## src/rtl/alu_wb_pkg.sv

```systemverilog
// Shared types for the ALU->writeback result queue: entry layout, "no exception" code
// and the exception test used by the barrier logic.
package alu_wb_pkg;

  localparam int ALU_WB_XLEN  = 32;
  localparam int ALU_WB_EXC_W = 4;
  localparam int ALU_WB_RA_W  = 5;

  localparam logic [ALU_WB_EXC_W-1:0] EXC_NONE = '0;

  typedef struct packed {
    logic                    wr_rd;
    logic [ALU_WB_RA_W-1:0]  rd_addr;
    logic [ALU_WB_XLEN-1:0]  rd;
    logic [ALU_WB_XLEN-1:0]  pc;
    logic [ALU_WB_EXC_W-1:0] exception;
  } alu_wb_entry_t;

  function automatic logic is_exc(input logic [ALU_WB_EXC_W-1:0] exc);
    return (exc != EXC_NONE);
  endfunction

endpackage

```

## src/rtl/alu_wb_entry_ram.sv

```systemverilog
// Entry storage for the result queue: one synchronous write port, one asynchronous
// read port, no reset (validity is tracked by the queue's occupancy count).
module alu_wb_entry_ram
  import alu_wb_pkg::*;
#(
  parameter int DEPTH = 2
) (
  input  logic                     clk,
  input  logic                     we,
  input  logic [$clog2(DEPTH)-1:0] waddr,
  input  alu_wb_entry_t            wdata,
  input  logic [$clog2(DEPTH)-1:0] raddr,
  output alu_wb_entry_t            rdata
);

  alu_wb_entry_t mem [DEPTH];

  // write port
  always_ff @(posedge clk) begin
    if (we) begin
      mem[waddr] <= wdata;
    end
  end

  assign rdata = mem[raddr];

endmodule

```

## src/rtl/alu_wb_queue.sv

```systemverilog
// alu_wb_queue: FIFO of completed ALU results ahead of writeback, with stall, flush and
// an exception barrier. Defining ALU_WB_BYPASS_EN adds same-cycle fall-through when empty.
module alu_wb_queue
  import alu_wb_pkg::*;
#(
  parameter int XLEN  = ALU_WB_XLEN,
  parameter int DEPTH = 2,
  parameter int EXC_W = ALU_WB_EXC_W,
  parameter int RA_W  = ALU_WB_RA_W
) (
  input  logic                   i_clk,
  input  logic                   i_rst,
  input  logic                   i_flush,
  input  logic                   i_valid,
  output logic                   o_ready,
  input  logic                   i_wr_rd,
  input  logic [RA_W-1:0]        i_rd_addr,
  input  logic [XLEN-1:0]        i_rd,
  input  logic [XLEN-1:0]        i_pc,
  input  logic [EXC_W-1:0]       i_exception,
  output logic                   o_valid,
  input  logic                   i_ready,
  output logic                   o_wr_rd,
  output logic [RA_W-1:0]        o_rd_addr,
  output logic [XLEN-1:0]        o_rd,
  output logic [XLEN-1:0]        o_pc,
  output logic [EXC_W-1:0]       o_exception,
  output logic                   o_stall_from_q,
  output logic [$clog2(DEPTH):0] o_count,
  output logic                   o_overflow
);

  localparam int PTR_W = $clog2(DEPTH);
  localparam int CNT_W = PTR_W + 1;
  localparam logic [CNT_W-1:0] FULL_CNT = CNT_W'(DEPTH);

  logic [PTR_W-1:0] wr_ptr;
  logic [PTR_W-1:0] rd_ptr;
  logic [CNT_W-1:0] count;
  logic             barrier;
  logic             overflow;

  logic full;
  logic empty;
  logic push;
  logic pop;
  logic store;
  logic deq;
  logic bypass;
  logic out_valid;

  alu_wb_entry_t in_ent;
  alu_wb_entry_t head_ent;
  alu_wb_entry_t out_ent;

  assign in_ent = '{wr_rd: i_wr_rd, rd_addr: i_rd_addr, rd: i_rd, pc: i_pc, exception: i_exception};

  assign full    = (count == FULL_CNT);
  assign empty   = (count == CNT_W'(0));
  assign o_ready = ~full & ~barrier & ~i_rst;
  assign push    = i_valid & o_ready;

`ifdef ALU_WB_BYPASS_EN
  assign bypass = empty & push & ~i_flush;
`else
  assign bypass = 1'b0;
`endif

  assign out_valid = (~empty & ~i_rst) | bypass;
  assign pop       = out_valid & i_ready;
  // A bypassed entry consumed in the same cycle never touches storage.
  assign deq       = pop & ~empty;
  assign store     = push & ~i_flush & ~(bypass & i_ready);

  alu_wb_entry_ram #(
    .DEPTH(DEPTH)
  ) u_ram (
    .clk  (i_clk),
    .we   (store),
    .waddr(wr_ptr),
    .wdata(in_ent),
    .raddr(rd_ptr),
    .rdata(head_ent)
  );

  // pointers, occupancy and exception barrier
  always_ff @(posedge i_clk) begin
    if (i_rst || i_flush) begin
      wr_ptr  <= '0;
      rd_ptr  <= '0;
      count   <= '0;
      barrier <= 1'b0;
    end else begin
      if (store) begin
        wr_ptr <= wr_ptr + PTR_W'(1);
      end
      if (deq) begin
        rd_ptr <= rd_ptr + PTR_W'(1);
      end
      case ({store, deq})
        2'b10:   count <= count + CNT_W'(1);
        2'b01:   count <= count - CNT_W'(1);
        default: count <= count;
      endcase
      // Only one exception entry can be queued, since the barrier blocks pushes behind it.
      if (store && is_exc(i_exception)) begin
        barrier <= 1'b1;
      end else if (deq && is_exc(head_ent.exception)) begin
        barrier <= 1'b0;
      end
    end
  end

  // sticky upstream-misuse flag
  always_ff @(posedge i_clk) begin
    if (i_rst) begin
      overflow <= 1'b0;
    end else if (i_valid && !o_ready) begin
      overflow <= 1'b1;
    end
  end

  // head selection; data outputs are zero whenever nothing is presented
  always_comb begin
    out_ent = '0;
    if (bypass) begin
      out_ent = in_ent;
    end else if (out_valid) begin
      out_ent = head_ent;
    end else begin
      out_ent = '0;
    end
  end

  assign o_valid        = out_valid;
  assign o_wr_rd        = out_ent.wr_rd & ~is_exc(out_ent.exception);
  assign o_rd_addr      = out_ent.rd_addr;
  assign o_rd           = out_ent.rd;
  assign o_pc           = out_ent.pc;
  assign o_exception    = out_ent.exception;
  assign o_stall_from_q = i_valid & ~o_ready & ~i_rst;
  assign o_count        = i_rst ? CNT_W'(0) : count;
  assign o_overflow     = overflow;

endmodule

```

## config.mk

```make
export PLATFORM = sky130hd
export DESIGN_NAME = alu_wb_queue
export DESIGN_NICKNAME = d
export VERILOG_FILES = /design/src/rtl/alu_wb_pkg.sv /design/src/rtl/alu_wb_entry_ram.sv /design/src/rtl/alu_wb_queue.sv
export SDC_FILE = /design/constraint.sdc
export NUM_CORES = 1
export LEC_CHECK = 0
export BUFFER_PORTS_ARGS = -buffer_cell sky130_fd_sc_hd__buf_4
export CORE_ASPECT_RATIO = 1.4
export CORE_MARGIN = 2
export CORE_UTILIZATION = 56
export CTS_CLUSTER_SIZE = 10
export DETAILED_ROUTE_END_ITERATION = 7
export PLACE_DENSITY = 0.84
export SLEW_MARGIN = 30
export SYNTH_ARGS = -nofsm -noshare
export SYNTH_HDL_FRONTEND = slang
export SYNTH_SLANG_ARGS = --single-unit
```

## constraint.sdc

```tcl
create_clock -name i_clk -period 24.8 [get_ports i_clk]
set_input_delay 2.48 -clock i_clk [delete_from_list [all_inputs] [get_ports i_clk]]
set_output_delay 2.48 -clock i_clk [all_outputs]
set_load 0.005 [all_outputs]
```

Word-level counts from Yosys, hierarchy flattened
Memories as Yosys holds them, arrays and structs flattened. A register that Yosys moved wholly into a read port is not among the register bits.
Index checks and enable logic that the tools add are counted.

storage, ports and cells
  register bits after elaboration = 6
  input port bits = 79
  bits in writable memories = 148
  output and inout bits = 80
  word-level logic and storage cells = 50
  memories kept = 1

cells by class
  reduce and logical (&&, ||, !) cells = 11
  equality and inequality tests = 3
  bitwise operators = 17
  multiplexer cells = 9
  add/subtract/negate cells = 4

memories
  name       words  bits a word  rd ports  clocked after Yosys merged registers in  write ports  line                    source
  u_ram.mem  2      74           1         1                                        1            alu_wb_entry_ram.sv:16  alu_wb_entry_t mem [DEPTH];

operators with widths
  kind                 count
  $mux 74              1
  $reduce_bool 4->1    3
  $and 1x1->1          10
  $not 1->1            7
  $mux 1               6
  $eq 2x2->1 const B   2
  $pmux 2 s2           1
  $reduce_bool 2->1    2
  $logic_and 1x1->1    3
  $add 1x1->1 const B  2
  $add 2x1->2 const B  1
  $eq 2x1->1 const B   1
  $logic_not 2->1      1
  $mux 2               1
  $sub 2x1->2 const B  1
  $logic_not 1->1      1
  $logic_or 1x1->1     1

Logic depth before layout (Yosys ltp)
Gate-level depths: netlist (run 1).

  depth in word-level cells = 8
  mapped depth = 5
  depth with buffers taken out = 3

Cells and area by module
From an unflattened synthesis (run 1), not the netlist that was laid out.

unflattened totals
  cell total of the unflattened synthesis = 352
  area total of the unflattened synthesis = 6,476.2 um^2

modules (own cells, without submodules)
  module            cells an instance  sequential area each (um^2)  area an instance (um^2)  times used
  alu_wb_entry_ram  232                4,444.3                      5,599.1                  1
  alu_wb_queue      120                120.1                        877.1                    1

Least setup slack after synthesis (run 1)
OpenSTA, ideal clock, no wires.

  path kind = in2reg
  start point = input port i_rst
  end point = memory u_ram.mem[1][0] (netlist name), enable pin
  slack = 13.560 ns
  data required time = 24.086 ns
  stages = 4
  arrival = 10.525 ns
  path buffers = 2
  setup time = 0.714 ns
  cells stage by stage = buf_6 -> or2_0 -> clkbuf_2 -> nor4b_1

between the ends
  word-level cells in the longest chain between the ends = 6

ends and longest elaborated chain
  what                          line                    source
  from (decl)                   alu_wb_queue.sv:12      input logic i_rst,
  $not 1->1                     alu_wb_queue.sv:60      assign o_ready = ~full & ~barrier & ~i_rst;
  $and 1x1->1                   alu_wb_queue.sv:60
  $and 1x1->1                   alu_wb_queue.sv:61      assign push = i_valid & o_ready;
  $and 1x1->1                   alu_wb_queue.sv:73      assign store = push & ~i_flush & ~(bypass & i_ready);
  $mux 1                        alu_wb_entry_ram.sv:20  if (we) begin
  $mux 1 (not written as such)  alu_wb_entry_ram.sv:21  mem[waddr] <= wdata;
  to (decl)                     alu_wb_entry_ram.sv:16

No other way between the ends.

Final worst setup path (run 1)
  start point = input port i_rst
  end point = output port o_wr_rd

between the ends
  word-level cells in the longest chain between the ends = 6

ends and longest elaborated chain
  what               line                 source
  $not 1->1 *        alu_wb_queue.sv:69   assign out_valid = (~empty & ~i_rst) | bypass;
  $and 1x1->1 *      alu_wb_queue.sv:69
  $mux 74 *          alu_wb_queue.sv:128  end else if (out_valid) begin
  $reduce_bool 4->1  alu_wb_pkg.sv:20     return (exc != EXC_NONE);
  $not 1->1          alu_wb_queue.sv:136  assign o_wr_rd = out_ent.wr_rd & ~is_exc(out_ent.exception);
  $and 1x1->1 *      alu_wb_queue.sv:136
  to (decl)          alu_wb_queue.sv:23   output logic o_wr_rd,

Mark *: on every way between the ends. The rest lies on a longest branch, timed or not.

==> summary.txt, run 1 <==
Layout
  • Fraction of layout cells with a size suffix above 1: 37.4%
  • ANT cells: 0
  • Fin util: 76.2%
  • Area Growth Syn to Fin: 32.5%
  • Layout net count: 604
  • Design area: 7890 µm²

Die
  • Die area: 11500 µm²
  • Site Rows: 44
  • Horiz. Die Dim: 91.1 µm
  • Core area: 10300 µm²
  • Die height: 126 µm
  • Initial core utilization: 57.5%
  • Io pins: 159

Yosys
  • Synthesis Warnings: 0
  • Seq cells post-synth: 155
  • Post-synth top area cell: edfxtp_1
  • Seq/Total Area, Yosys: 77.0%
  • Count leader, synth: edfxtp_1
  • Avg Inst Size Synth: 16.4 µm²
  • Post-Syn Area: 5950 µm²
  • Post-synth top area share: 74.7%
  • Synthesized Nets: 441
  • Post-synth EDFFs: 148
  • Mapped Cells: 362
  • Post-synth top flop: edfxtp_1
  • Top cells by count, synth: edfxtp_1 (148), nor2_1 (76), mux2i_1 (74), buf_2 (9), dfxtp_1 (7)
  • Netlist cell types: 32
  • Async SR Flop Fraction: 0%
  • Area contributors post-synth: edfxtp_1 (75%), mux2i_1 (12%), nor2_1 (4.8%)

Worst setup path
  • Slowest stage delay, CP: 0.52 ns
  • Critical path peak fanout: 41
  • Worst path most repeated cell: buf_4
  • Slowest CP cell: buf_4
  • Arrival time of the worst setup path: 3.84 ns
  • WS Path Type: in -> out
  • R2R cell count: 3
  • Critical Path Start Type: input pin
  • Critical Path End Type: output port
  • Crit path cell chain: buf_4 -> o21bai_4 -> buf_4 -> nor3_1 -> buf_4
  • Worst EP required: 22.32 ns

Drt
  • DRT Pass-1 Iters: 4
  • Wire length per cell: 17.4 µm
  • Total Wirelength: 11800 µm
  • Initial drt markers: 208
  • Antenna Nets Post-Route: 0
  • Vias: 3600
  • DRC: 0
  • Via-per-instance ratio: 5.33

Global route
  • GRT Total Usage: 20.8%
  • Grt total ovfl: 0
  • Global-route wire length before repair: 17900 µm
  • Largest net degree at the start of global routing: 61
  • Initial antenna violation count: 0
  • Number of global-route vias before repair: 3763

Clock tree
  • CTS Hold Buffers Added: 0
  • CTS max path bufs: 2
  • CTS clk-pin slew, worst paths: 0.06 ns
  • H-tree depth: 4
  • Clk root buf: clkbuf_16
  • # resized after CTS: 0
  • CTS tree: built
  • Clock sink total: 155
  • Post-CTS setup buffer count: 0
  • Total CTS buffers: 17
  • Skew-Pair Late Insertion Delay: 0.41 ns

Status
  • Run status: complete, no violations

Timing
  • F_max: 158 MHz
  • Period utilisation layout: 25.5%
  • Fin crit period: 6.32 ns
  • Final slew viol count: 0
  • Worst-Margin Slew: 0.892 ns
  • Final setup viols: 0
  • Final hold vios: 0
  • RSZ-0062 raised after global routing: false
  • Setup TNS: 0 ns
  • Worst-case clock skew: 0.00886 ns
  • Slew margin rel.: 40.4%

Place
  • IO Port Bufs: 158
  • Area after DPL: 7280 µm²
  • HPWL after DPL: 7670 µm
  • Final GP Congestion: 0.736

Power
  • Peak VDD IR: 0.0000533 V
  • Leakage: 2.84 nW
  • PwrDens: 72.4 nW/µm²
  • Design Power: 571 µW

Worst hold path
  • Hold path depth: 2
  • HP Class: reg -> reg

Flow run
  • Max-cap violations: 0
[final cells by class]
class	count	area, µm²
Inverter	3	11.3
Fill cell	673	2460
Tap cell	138	173
Clock buffer	18	429
Clock inverter	14	170
Multi-Input combinational cell	184	1280
Timing Repair Buffer	164	1230
Sequential cell	155	4590
[power breakdown]
group          switching, mW  internal [mW]
Combinational        0.00965         0.0116
Sequential           0.00143          0.292
Clock                 0.0984          0.158
Total                  0.109          0.462
[registers in the layout, indices dropped and copies added (netlist names), named ones only]
signal,flops
count,2
barrier,1
o_overflow,1
wr_ptr,1
rd_ptr,1
u_ram.mem,148
[worst max-delay path: cells and delay by family]
kind,cells,cell delay [ns]
buf+inv,3,0.81
compound gates,1,0.39
simple gates,1,0.13
[through the flow]
step | hold slack [ns] | setup WS (ns) | instances
floorplan | 0.438 | 13.56 | 362
global placement | 0.443 | 18.57 | 644
detailed placement | 0.447 | 18.49 | 644
CTS | 0.457 | 18.48 | 676
global route | 0.474 | 18.37 | 676
finish | 0.467 | 18.48 | 676
[final timing paths]
kind | from | end | slack, ns
worst min-delay path | o_overflow | o_overflow | 0.47
worst min register to register | o_overflow | o_overflow | 0.47
worst max-delay path | i_rst | o_wr_rd | 18.48
worst max register to register | count[0] | u_ram.mem[0][46] | 22.74
[cell usage in the layout (no fill, tap or decap), types with 2 or more instances in the layout]
cell        instances
clkinv_4            3
nor3_1              3
o211ai_1            3
dfxtp_1             6
bufinv_16           3
buf_4             163
mux2i_1            74
and2b_2             2
edfxtp_1          148
nor4_1              2
nand2b_1            2
nor2_1             76
clkbuf_16          17
inv_6               2
inv_1               3
clkinvlp_4          3
clkinv_2            2
o21ai_0             2
a21oi_1             4
[cell families (layout without fill, tap and decap cells)]
logic type             after synthesis  in the layout  share of synthesized area, %
buffers and inverters               23            199                          1.79
flip-flops                         155            155                          77.0
AO/OA/AOI/OAI                       16             16                          1.93
multiplexers                        74             74                          12.4
AND/OR/NAND/NOR                     94             94                          6.81
[metal layers]
layer	vias to the layer above	share of wire (%)	wire length [µm]	global-route usage, %
li1	1682	-	-	-
met1	1749	36	4200	21.4
met2	140	56	6600	37.4
met3	29	5.8	682	7.30
met4	0	2.6	310	10.1
met5	-	0	0	0
Power figures use the tool's default switching activity.
==> inputs of run 2 (changes only) <==
Settings changed: CORE_UTILIZATION 56 to 47, PLACE_DENSITY 0.84 to 0.75.
Clock period 24.8 ns to 5.45 ns, I/O delays scaled along.
==> run 2 against run 1 <==
Routed wire length is 0.89% higher. Clock power grew to 4.6 times the previous value. Final area is 0.30% higher. Critical endpoint unchanged. Power grew to 4.5 times the previous value. Clock-buffer cell count is 1 lower. Largest power group unchanged.
==> summary.txt, run 2 (synthesized netlist as in run 1, its figures left out) <==
Timing
  • Fin crit period: 3.00 ns
  • Slew margin rel.: 42.3% (was 40.4%)
  • Worst-Margin Slew: 0.864 ns (was 0.892 ns)
  • Worst-case clock skew: 0.00800 ns (was 0.00886 ns)
  • Setup TNS: 0 ns (unchanged)
  • Final hold vios: 0 (unchanged)
  • Final setup viols: 0 (unchanged)
  • Period utilisation layout: 55.1%
  • Final hold slack: 0.320 ns (was 0.467 ns)
  • Final slew viol count: 0 (unchanged)
  • F_max: 333 MHz
  • RSZ-0062 raised after global routing: false (unchanged)

Worst setup path
  • Slowest stage delay, CP: 0.82 ns (was 0.52 ns)
  • FF-to-FF Start: count[0] (unchanged)
  • R2R cell count: 3 (unchanged)
  • WS Path Type: reg -> out (was in -> out)
  • Critical path peak fanout: 43 (was 41)
  • Worst EP required: 4.91 ns (was 22.32 ns)
  • Arrival time of the worst setup path: 2.46 ns (was 3.84 ns)
  • R2r endpoint: u_ram.mem[1][49] (was u_ram.mem[0][46])
  • R2r setup slk: 3.37 ns (was 22.74 ns)
  • Crit path cell chain: buf_4 -> mux2i_1 -> nor3_1 -> buf_4 (was buf_4 -> o21bai_4 -> buf_4 -> nor3_1 -> buf_4)
  • Worst path most repeated cell: buf_4 (unchanged)
  • Critical Path Start Type: register (was input pin)
  • Slowest CP cell: dfxtp_4 (was buf_4)
  • Critical Path End Type: output port (unchanged)

Layout
  • Commonest non-fill, non-tap cell in the layout: buf_4 (unchanged)
  • Regs by FF count: u_ram.mem: 148 flops, count: 2 flops (unchanged)
  • Area Growth Syn to Fin: 32.9% (was 32.5%)
  • Fraction of layout cells with a size suffix above 1: 37.6% (was 37.4%)
  • Filler cells: 907 (was 673)
  • Area of the multi-input gates: 1300 µm² (was 1280 µm²)
  • Layout net count: 604 (unchanged)
  • ANT cells: 0 (unchanged)
  • Fin util: 63.9% (was 76.2%)
  • Seq. cell area: 4590 µm² (unchanged)
  • Max reg flops: 148 (unchanged)
  • Largest Register: u_ram.mem (unchanged)
  • Commonest non-fill, non-tap cells in the layout: buf_4 (164), edfxtp_1 (148), nor2_1 (76) (was buf_4 (163), edfxtp_1 (148), nor2_1 (76))

Die
  • Site Rows: 48 (was 44)
  • Die height: 137 µm (was 126 µm)
  • Initial core utilization: 48.1% (was 57.5%)
  • Core area: 12400 µm² (was 10300 µm²)
  • Die area: 13600 µm² (was 11500 µm²)
  • Horiz. Die Dim: 99.1 µm (was 91.1 µm)
  • Io pins: 159 (unchanged)

Clock tree
  • Clk root buf: clkbuf_16 (unchanged)
  • CTS Hold Buffers Added: 0 (unchanged)
  • CTS max path bufs: 2 (unchanged)
  • H-tree depth: 4 (unchanged)
  • Post-CTS setup buffer count: 0 (unchanged)
  • Skew-Pair Late Insertion Delay: 0.41 ns (about the same)
  • # resized after CTS: 0 (unchanged)
  • Total CTS buffers: 17 (unchanged)
  • Clock sink total: 155 (unchanged)
  • CTS tree: built (unchanged)
  • CTS clk-pin slew, worst paths: 0.06 ns (about the same)

Worst hold path
  • Hold Path Origin: i_pc[22] (was o_overflow)
  • End of the worst hold path: u_ram.mem[1][26] (was o_overflow)
  • HP Class: in -> reg (was reg -> reg)
  • Hold path depth: 1 (was 2)

Place
  • HPWL after DPL: 7680 µm (was 7670 µm)
  • Final GP Congestion: 0.718 (was 0.736)
  • IO Port Bufs: 158 (unchanged)

Global route
  • Initial antenna violation count: 0 (unchanged)
  • Largest net degree at the start of global routing: 57 (was 61)
  • Grt total ovfl: 0 (unchanged)
  • Global-route wire length before repair: 18200 µm (was 17900 µm)
  • GRT Total Usage: 17.8% (was 20.8%)
  • Number of global-route vias before repair: 3681 (was 3763)

Drt
  • DRT Pass-1 Iters: 5 (was 4)
  • Via-per-instance ratio: 5.10 (was 5.33)
  • Total Wirelength: 11900 µm (was 11800 µm)
  • Wire length per cell: 17.3 µm (was 17.4 µm)
  • Vias: 3505 (was 3600)
  • Antenna Nets Post-Route: 0 (unchanged)
  • Initial drt markers: 112 (was 208)
  • DRC: 0 (unchanged)

Status
  • Run status: complete, no violations (unchanged)

Power
  • Design Power: 2.60 mW (was 571 µW)
  • Peak VDD IR: 0.000244 V (was 0.0000533 V)
  • Leakage: 2.84 nW (about the same)
  • PwrDens: 328 nW/µm² (was 72.4 nW/µm²)

Flow run
  • Max-cap violations: 0 (unchanged)
-- run 2: how the worst max path moves through the flow --
| stage | start | to | slack, ns | cells past startpoint |
|---|---|---|---|---|
| detailed placement | register | o_wr_rd | 2.84 | 4 |
| global placement | register | o_wr_rd | 2.89 | 4 |
| finish | register | o_wr_rd | 2.45 | 4 |
| global route | register | o_wr_rd | 2.27 | 4 |
| CTS | register | o_wr_rd | 2.41 | 4 |
| floorplan | i_rst | u_ram.mem[1][0] | 1.57 | 4 |
-- run 2: layer usage --
metal  routed length, µm  part of all wire (%)  track usage [%]  vias to the layer above
li1                    -                     -                -                     1667
met1                4610                    39             19.7                     1710
met2                6470                    54             31.9                      117
met3                 665                   5.6             5.16                       11
met4                 153                   1.3             7.61                        0
met5                   0                     0                0                        -
-- run 2: per-stage QoR --
stage                     setup WS (ns)  cell area (µm²)  cells
after global placement             2.89             7320    656
after detailed placement           2.84             7320    656
after floorplan                    1.57             5980    362
after global routing               2.27             7910    687
final                              2.45             7910    687
after CTS                          2.41             7910    687
-- run 2: cell type report --
| class | instances | share of cell area, % |
|---|---|---|
| timing repair buffer | 164 | 15.6 |
| clock buffer | 17 | 5.38 |
| multi-input combinational | 184 | 16.4 |
| tap | 150 | 2.37 |
| sequential | 155 | 58.0 |
| clock inverter | 14 | 2.14 |
| inverter | 3 | 0.142 |
-- run 2: where the power goes --
| group | switching [mW] | leakage (nW) | internal (mW) | total (mW) |
|---|---|---|---|---|
| combinational | 0.0440 | 1.16 | 0.0528 | 0.0968 |
| sequential | 0.00669 | 1.40 | 1.33 | 1.33 |
| clock | 0.448 | 0.290 | 0.720 | 1.17 |
| total | 0.498 | 2.84 | 2.10 | 2.60 |
-- run 2: critical path, delay by kind of cell, from the launching register on --
| family | cells | cell delay [ns] |
|---|---|---|
| buffers and inverters | 2 | 0.80 |
| flip-flops | 1 | 0.82 |
| multiplexers | 1 | 0.15 |
| AND/OR/NAND/NOR | 1 | 0.26 |
==> inputs of run 3 (changes only) <==
Settings changed: CORE_UTILIZATION 47 to 52, PLACE_DENSITY 0.75 to 0.79.
Clock period 5.45 ns to 3 ns, I/O delays scaled along.
==> run 3 against run 2 <==
Setup slack lost 1.8 ns. Power rose by 79%. Sequential power is 82% higher. Critical path type unchanged. Highest routed layer unchanged. Clock skew is 0.0036 ns higher. Worst hold slack lost 0.25 ns. Via count up 0.57%.
==> summary.txt, run 3 (synthesized netlist as in run 1, its figures left out) <==
Drt
  • Antenna Nets Post-Route: 0 (unchanged)
  • Via-per-instance ratio: 5.16 (was 5.10)
  • Initial drt markers: 219 (was 112)
  • Total Wirelength: 11900 µm (about the same)
  • DRT Pass-1 Iters: 4 (was 5)
  • Vias: 3525 (was 3505)
  • Wire length per cell: 17.4 µm (was 17.3 µm)
  • DRC: 0 (unchanged)

Timing
  • Final hold slack: 0.0723 ns (was 0.320 ns)
  • Fin crit period: 2.37 ns
  • Worst-Margin Slew: 0.884 ns (was 0.864 ns)
  • Final setup viols: 0 (unchanged)
  • Period utilisation layout: 79.1%
  • Slew margin rel.: 40.9% (was 42.3%)
  • Worst-case clock skew: 0.0116 ns (was 0.00800 ns)
  • Final slew viol count: 0 (unchanged)
  • F_max: 422 MHz
  • Final hold vios: 0 (unchanged)
  • Setup TNS: 0 ns (unchanged)
  • RSZ-0062 raised after global routing: false (unchanged)

Place
  • Final GP Congestion: 0.722 (was 0.718)
  • IO Port Bufs: 158 (unchanged)
  • HPWL after DPL: 7950 µm (was 7680 µm)
  • Area after DPL: 7370 µm² (was 7320 µm²)

Clock tree
  • Skew-Pair Late Insertion Delay: 0.41 ns (about the same)
  • Post-CTS setup buffer count: 0 (unchanged)
  • CTS max path bufs: 2 (unchanged)
  • Clk root buf: clkbuf_16 (unchanged)
  • # resized after CTS: 0 (unchanged)
  • CTS clk-pin slew, worst paths: 0.06 ns (about the same)
  • CTS tree: built (unchanged)
  • CTS Hold Buffers Added: 0 (unchanged)
  • H-tree depth: 4 (unchanged)
  • Total CTS buffers: 17 (unchanged)
  • Clock sink total: 155 (unchanged)

Global route
  • Met2 Use GR: 37.1% (was 31.9%)
  • Met3 GRT Util: 4.19% (was 5.16%)
  • Initial antenna violation count: 0 (unchanged)
  • Top Usage Layer GRT: met2 (unchanged)
  • Largest net degree at the start of global routing: 60 (was 57)
  • GRT Total Usage: 19.4% (was 17.8%)
  • Met1 usage: 20.6% (was 19.7%)
  • Global-route wire length before repair: 17500 µm (was 18200 µm)
  • Grt total ovfl: 0 (unchanged)
  • Number of global-route vias before repair: 3619 (was 3681)

Layout
  • Commonest non-fill, non-tap cells in the layout: buf_4 (161), edfxtp_1 (148), nor2_1 (76) (was buf_4 (164), edfxtp_1 (148), nor2_1 (76))
  • ANT cells: 0 (unchanged)
  • Fin util: 70.8% (was 63.9%)
  • Area Growth Syn to Fin: 33.5% (was 32.9%)
  • Layout net count: 605 (was 604)
  • Design area: 7950 µm² (was 7910 µm²)
  • Largest Register: u_ram.mem (unchanged)
  • Commonest non-fill, non-tap cell in the layout: buf_4 (unchanged)
  • Regs by FF count: u_ram.mem: 148 flops, count: 2 flops (unchanged)
  • Fraction of layout cells with a size suffix above 1: 37.3% (was 37.6%)
  • Max reg flops: 148 (unchanged)

Worst setup path
  • Worst EP required: 2.70 ns (was 4.91 ns)
  • Critical Path End Type: output port (unchanged)
  • Worst path buffer plus inverter count: 2 (unchanged)
  • Slowest stage delay, CP: 0.74 ns (was 0.82 ns)
  • Arrival time of the worst setup path: 2.07 ns (was 2.46 ns)
  • WS Path Type: reg -> out (unchanged)
  • Slowest CP cell: o21bai_4 (was dfxtp_4)
  • Critical path peak fanout: 44 (was 43)
  • Critical Path Start Type: register (unchanged)
  • Delay-heaviest family, CP: compound AO/OA/AOI/OAI gates (was flip-flops)
  • Crit path cell chain: o21bai_4 -> buf_12 -> nor2_1 -> buf_4 (was buf_4 -> mux2i_1 -> nor3_1 -> buf_4)

Die
  • Horiz. Die Dim: 94.4 µm (was 99.1 µm)
  • Die height: 131 µm (was 137 µm)
  • Initial core utilization: 53.0% (was 48.1%)
  • Site Rows: 46 (was 48)
  • Io pins: 159 (unchanged)
  • Die area: 12300 µm² (was 13600 µm²)
  • Core area: 11200 µm² (was 12400 µm²)

Power
  • Clock power share: 44.0% (was 44.9%)
  • PwrDens: 584 nW/µm² (was 328 nW/µm²)
  • Pint: 3.74 mW (was 2.10 mW)
  • Switching part of the total: 19.4% (was 19.2%)
  • Share of power burned in registers: 52.2% (was 51.3%)
  • Switch Pwr: 900 µW (was 498 µW)
  • Comb power frac: 3.9% (was 3.7%)
  • Peak VDD IR: 0.000407 V (was 0.000244 V)
  • Leakage: 2.85 nW (was 2.84 nW)

Worst hold path
  • HP Class: in -> reg (unchanged)

Flow run
  • Max-cap violations: 0 (unchanged)

Status
  • Run status: complete, no violations (unchanged)
run 3: cell count changes in the layout (fill, tap and decap cells not counted), sizes merged:
cell	change
buf	+1
clkbuf	+3
bufinv	-1
inv	-1
run 3: worst paths after layout:
kind	from	to	slack, ns	cells past startpoint
max	count[1]	o_rd[13]	0.63	4
min	i_rd[11]	u_ram.mem[1][47]	0.07	1
max reg2reg	count[1]	wr_ptr	1.17	4
min reg2reg	o_overflow	o_overflow	0.46	2
run 3: area by class of cell:
type | instances | area [µm²]
Sequential cell | 155 | 4590
Tap cell | 144 | 180
Clock inverter | 12 | 141
Inverter | 3 | 11.3
Multi-Input combinational cell | 184 | 1300
Timing Repair Buffer | 165 | 1290
Fill cell | 742 | 3280
Clock buffer | 20 | 437
run 3: metal layers:
metal / up-vias / routed length, µm
met5: - / 0
met4: 0 / 126
met3: 8 / 485
met2: 101 / 7020
met1: 1732 / 4230
li1: 1684 / -
run 3: worst register-to-register path: cells and delay by family (launching register included):
family / cells / cell delay, ns
and+or+nand+nor: 2 / 0.80
DFF: 1 / 0.45
buffers and inverters: 1 / 0.25
AOI/OAI and AO/OA: 1 / 0.23
run 3: metrics by stage:
step	setup slack [ns]	std cells	total power, mW
global route	0.474	683	4.81
global placement	1.09	651	2.64
floorplan	-0.609	362	2.52
CTS	0.598	683	4.68
detailed placement	1.04	651	2.65
finish	0.628	683	4.64
run 3: power groups by stage:
stage                     clock (mW)  combinational (mW)  sequential, mW
after CTS                       2.08               0.181            2.42
final                           2.04               0.179            2.42
after detailed placement           0               0.180            2.47
after global placement             0               0.172            2.46
after floorplan                    0              0.0558            2.47
after global routing            2.19               0.195            2.42
